`src/rtl/fetch_stage.sv`:
```
// Instruction-fetch stage: PC, single-outstanding imem req/ack, 2-entry prefetch
// queue, and registered instruction/PC/bubble outputs to decode.
module fetch_stage #(
  parameter logic [31:0] RESET_PC = 32'h0000_0000,
  parameter logic [31:0] NOP      = 32'h0000_0000
) (
  input  logic        clk,
  input  logic        rst_n,
  output logic        imem_req_o,
  output logic [31:0] imem_addr_o,
  input  logic        imem_ack_i,
  input  logic [31:0] imem_rdata_i,
  input  logic        stall_i,
  input  logic        redirect_i,
  input  logic [31:0] redirect_pc_i,
  output logic [31:0] instr_out_o,
  output logic [31:0] pc_out_o,
  output logic        bubble_out_o
);

  localparam int unsigned XLEN = 32;
  localparam int unsigned CNTW = 2;

  typedef struct packed {
    logic [XLEN-1:0] instr;
    logic [XLEN-1:0] pc;
  } entry_t;

  typedef enum logic [1:0] {IDLE, WAIT, DISCARD} state_e;

  state_e          state_q, state_d;
  logic [XLEN-1:0] fetch_pc_q, fetch_pc_d;
  logic [XLEN-1:0] addr_q, addr_d;
  logic            req_q, req_d;
  entry_t          q0_q, q0_d, q1_q, q1_d;
  logic [CNTW-1:0] count_q, count_d;
  logic [CNTW-1:0] cnt_pop;
  logic [XLEN-1:0] instr_q, instr_d;
  logic [XLEN-1:0] pc_q, pc_d;
  logic            bubble_q, bubble_d;
  logic            pop, push;

  // State and output registers
  always_ff @(posedge clk or negedge rst_n) begin
    if (!rst_n) begin
      state_q    <= IDLE;
      fetch_pc_q <= RESET_PC;
      addr_q     <= RESET_PC;
      req_q      <= 1'b0;
      q0_q       <= '0;
      q1_q       <= '0;
      count_q    <= '0;
      instr_q    <= NOP;
      pc_q       <= RESET_PC;
      bubble_q   <= 1'b1;
    end else begin
      state_q    <= state_d;
      fetch_pc_q <= fetch_pc_d;
      addr_q     <= addr_d;
      req_q      <= req_d;
      q0_q       <= q0_d;
      q1_q       <= q1_d;
      count_q    <= count_d;
      instr_q    <= instr_d;
      pc_q       <= pc_d;
      bubble_q   <= bubble_d;
    end
  end

  // Next-state: queue pop/push, fetch FSM, redirect override
  always_comb begin
    state_d    = state_q;
    fetch_pc_d = fetch_pc_q;
    q0_d       = q0_q;
    q1_d       = q1_q;
    instr_d    = instr_q;
    pc_d       = pc_q;
    bubble_d   = bubble_q;

    // Pop only from entries present before this edge, so no push-to-pop bypass
    pop     = !redirect_i && !stall_i && (count_q != 2'd0);
    push    = !redirect_i && (state_q == WAIT) && imem_ack_i &&
              ((count_q != 2'd2) || pop);
    cnt_pop = count_q - CNTW'(pop);
    count_d = cnt_pop + CNTW'(push);

    if (pop) begin
      q0_d = q1_q;
    end
    if (push) begin
      if (cnt_pop == 2'd0) begin
        q0_d = '{instr: imem_rdata_i, pc: fetch_pc_q};
      end else begin
        q1_d = '{instr: imem_rdata_i, pc: fetch_pc_q};
      end
    end

    if (!redirect_i && !stall_i) begin
      if (count_q != 2'd0) begin
        instr_d  = q0_q.instr;
        pc_d     = q0_q.pc;
        bubble_d = 1'b0;
      end else begin
        instr_d  = NOP;
        bubble_d = 1'b1;
      end
    end

    unique case (state_q)
      IDLE: begin
        if (!redirect_i && (count_q != 2'd2)) begin
          state_d = WAIT;
        end
      end
      WAIT: begin
        if (push) begin
          fetch_pc_d = fetch_pc_q + 32'd4;
          if (count_d == 2'd2) begin
            state_d = IDLE;
          end
        end
      end
      DISCARD: begin
        if (imem_ack_i) begin
          state_d = IDLE;
        end
      end
      default: state_d = IDLE;
    endcase

    // An unacked request stays on the bus in DISCARD until its response is dropped
    if (redirect_i) begin
      count_d    = '0;
      fetch_pc_d = redirect_pc_i & 32'hFFFF_FFFC;
      state_d    = ((state_q != IDLE) && !imem_ack_i) ? DISCARD : IDLE;
      instr_d    = NOP;
      pc_d       = fetch_pc_d;
      bubble_d   = 1'b1;
    end

    req_d  = (state_d != IDLE);
    addr_d = (state_d == DISCARD) ? addr_q : fetch_pc_d;
  end

  assign imem_req_o   = req_q;
  assign imem_addr_o  = addr_q;
  assign instr_out_o  = instr_q;
  assign pc_out_o     = pc_q;
  assign bubble_out_o = bubble_q;

endmodule

```
`config.mk`:
```
export PLATFORM = sky130hd
export DESIGN_NAME = fetch_stage
export DESIGN_NICKNAME = d
export VERILOG_FILES = /design/src/rtl/fetch_stage.sv
export SDC_FILE = /design/constraint.sdc
export NUM_CORES = 1
export LEC_CHECK = 0
export BUFFER_PORTS_ARGS = -buffer_cell sky130_fd_sc_hd__buf_2
export CELL_PAD_IN_SITES_DETAIL_PLACEMENT = 0
export CELL_PAD_IN_SITES_GLOBAL_PLACEMENT = 1
export CORE_MARGIN = 2
export CORE_UTILIZATION = 49
export CTS_CLUSTER_DIAMETER = 50
export DETAILED_ROUTE_END_ITERATION = 7
export MAX_ROUTING_LAYER = met4
export PLACE_DENSITY_LB_ADDON = 0.1
export SLEW_MARGIN = 30
export SYNTH_ARGS = -nofsm -noshare
export SYNTH_HDL_FRONTEND = slang
export SYNTH_SLANG_ARGS = --single-unit
```
`constraint.sdc`:
```
create_clock -name clk -period 5.65 [get_ports clk]
set_input_delay 0.2825 -clock clk [delete_from_list [all_inputs] [get_ports clk]]
set_output_delay 0.2825 -clock clk [all_outputs]
set_load 0.05 [all_outputs]
```
==> results by group <==
Yosys
  – Syn_area_per_cell: 11.8 µm²
  – Post-synth cell types: 60
  – Cell taking the most area after synthesis: dfrtp_1
  – Synth Instances: 951
  – Number of synthesized flops with an enable pin: 0
  – Syn nets: 1022
  – Post-synthesis sequential area ratio: 0.585
  – Warnings, synthesis: 0
  – Synth top area cells: dfrtp_1 (58%), mux2_2 (8.0%), mux2i_1 (5.8%)
  – Flops & latches, synth: around 260
  – Yosys top cell area share: 0.583
  – Top FF cell, synth: dfrtp_1
  – Synth async-reset ratio: 1.00
  – Synthesized area: 11200 µm²

Hold path
  – Hold Path Origin: imem_rdata_i[4]
  – Worst Hold Class: in2reg

Timing
  – Worst rel slew slack: 0.418
  – Max Clk Rate: 359 MHz
  – Setup TNS: 0 ns
  – Final Hold Fails: 0
  – Minimum clock period: roughly 2.8 ns
  – Final setup viols: 0
  – Worst slew pin tran: 0.851 ns
  – Max-slew violation count: 0
  – Min Hold Slack: 0.0123 ns
  – RSZ-0062 raised after global routing: false
  – Clock skew: 0.0153 ns
  – Fin crit share: 0.493

Setup path
  – CP endpoint kind: flip-flop
  – Setup CP Type: reg2reg
  – Crit path max-delay cell type: a2111oi_4
  – R2R depth: 5
  – R2R Path End: imem_addr_o[15]
  – Crit-path max FO: 15
  – Reg-to-reg slack, setup: 2.87 ns
  – Cell chain of the critical path: nand3_1 > a2111oi_4 > a41oi_1 > o31a_1 > mux2_2
  – CP Data Arrival Time: 3.16 ns
  – Worst Setup EP: imem_addr_o[15]
  – Data required time of the critical path: 6.03 ns
  – Worst r2r src: fetch_pc_q[6]
  – Critical path startpoint category: flip-flop
  – CP startpoint: fetch_pc_q[6]
  – Crit path largest cell delay: 0.88 ns

Global route
  – GRT Resource Usage Total: 0.229
  – First-pass GRT wire length: 43.0 mm
  – Largest net degree at the start of global routing: 151
  – Initial antenna violation count: 1
  – GRT overflow: 0
  – Number of global-route vias before repair: 8035

Pwr
  – Power Density: ~380 nW/µm²
  – Net Sw Power: 1.43 mW
  – Tot Pwr: approximately 5.3 mW
  – Sw frac: 0.270
  – Seq pwr share: 0.432
  – Power share of the clock group: 0.434
  – P_int: 3.86 mW
  – Comb pwr share: 0.134
  – Max VDD drop: 0.000253 V
  – P_leak: 6.47 nW

Detailed routing
  – Drt wl/cell: 18.5 µm
  – Routed wire length: 26.6 mm
  – Detailed Routing Iterations Pass 1: 7
  – Initial DRC count: between 400 and 500
  – Vias/cell: 5.63
  – Via Count: approximately 8000
  – Routed Antenna Nets: 0
  – DR DRC count: 0

Placed design
  – Detailed Place HPWL: 16.1 mm
  – # port buffers: around 160
  – Placed cell area: 12300 µm²
  – GPL Wtd Cong: 0.794

Floorplan
  – Die height: about 160 µm
  – Total die area: around 24000 µm²
  – IO Count: 167
  – Chip width: 155 µm
  – Core outline area: 22600 µm²
  – Initial Util: 0.496
  – # rows: 55

Clock network
  – CTS tree: done
  – Total clock sinks: 262
  – Post-cts resize count: 0
  – Postcts setup bufs: 0
  – Clock transition at path regs: approximately 0.05 ns
  – Hold buffer count at CTS: 26
  – Root Buffer: clkbuf_16
  – # H-tree levels: 2
  – TritonCTS buffer count: 34
  – Clock Tree Buf Depth: 3
  – Worst skew pair latency: 0.50 ns

Layout
  – Commonest non-fill, non-tap cells in the layout: dfrtp_1 (261), buf_2 (163), nand2_1 (113)
  – Most common cell after layout, fill and taps aside: dfrtp_1
  – Area Overhead vs Synth: 23.4%
  – FILL cells: between 1500 and 2000
  – Design area: 13800 µm²
  – Share of layout cells above drive strength 1: 0.287
  – Post-layout net count: 1194

Run status
  – Status: finished, final reports clean

Run
  – Max-cap violations: 0
through the flow:
stage / cells / setup WS (ns) / util
after floorplan: 951 / 3.32 / -
after global placement: 1343 / 2.59 / 0.544
after global routing: 1434 / 2.75 / 0.612
after detailed placement: 1345 / 2.58 / 0.545
final: 1434 / 2.87 / 0.612
after CTS: 1432 / 2.82 / 0.611
synth_stat cells (5+ instances only):
library cell  count
dfrtp_1         261
nand2_1         113
o21ai_0          85
mux2_2           80
mux2i_1          65
clkbuf_1         47
inv_1            37
a22o_1           34
nor2_1           28
a222oi_1         25
nand4_1          17
nand3_1          14
buf_2            13
a221o_1          12
xnor2_1          12
a21oi_1          11
and3_1           10
buf_1             8
xor2_1            8
a21boi_0          6
nor3_1            6
nor2b_1           5
nor4_1            5
area by class of cell:
type / count / area [µm²] / share of cell area
inverters: 37 / 139 / 0.0100
diodes: 1 / 2.50 / 0.000181
clock buffers: 45 / 1010 / 0.0728
well taps: 285 / 357 / 0.0258
clock inverters: 16 / 218 / 0.0158
multi-input cells: 584 / 4280 / 0.310
flip-flops and latches: 262 / 6560 / 0.474
repair buffers: 204 / 1260 / 0.0913
cell families (layout without fill, tap and decap cells):
group	count (synthesis)	after routing	synth area share
buf+inv	105	302	0.0366
mux	146	146	0.140
flops	262	262	0.585
xor+xnor	21	21	0.0171
fa+ha+maj	2	2	0.00223
compound gates	200	200	0.128
other cells	0	1	0
simple gates	215	215	0.0907
power by group through the flow:
stage	clock network, mW	registers (mW)	logic [mW]
finish	2.30	2.29	0.707
global route	2.43	2.32	0.777
global placement	0	2.31	0.681
detailed placement	0	2.32	0.698
floorplan	0	2.45	0.312
CTS	2.35	2.29	0.716
layer usage:
| metal | global-route usage | share of wire | up-vias |
|---|---|---|---|
| met5 | - | 0 | - |
| met4 | 0.0629 | 0.020 | 0 |
| met3 | 0.0306 | 0.046 | 47 |
| met2 | 0.355 | 0.47 | 212 |
| met1 | 0.321 | 0.47 | 4015 |
| li1 | - | - | 3796 |
worst max-delay path: cells and delay by family (launching register included):
kind	cells	cell delay [ns]
mux	1	0.27
flops	1	0.74
compound gates	3	1.37
simple gates	1	0.29
how the worst min path moves through the flow:
stage / to / slack (ns) / depth (start not counted)
after global placement: instr_out_o[23] / 0.41 / 1
after global routing: q0_q[36] / 0.02 / 3
after CTS: q0_q[36] / 0.0002 / 3
after floorplan: count_q[0] / -0.01 / 0
after detailed placement: instr_out_o[23] / 0.41 / 1
final: q0_q[36] / 0.01 / 3
state kept, by name, summed over array words and instances, names as in the netlist:
signal / flops
bubble_out_o: 1
count_q: 2
fetch_pc_q: 32
imem_addr_o: 32
imem_req_o: 1
instr_out_o: 32
pc_out_o: 32
q0_q: 64
q1_q: 64
state_q: 2
(Power assumes the default switching activity.)
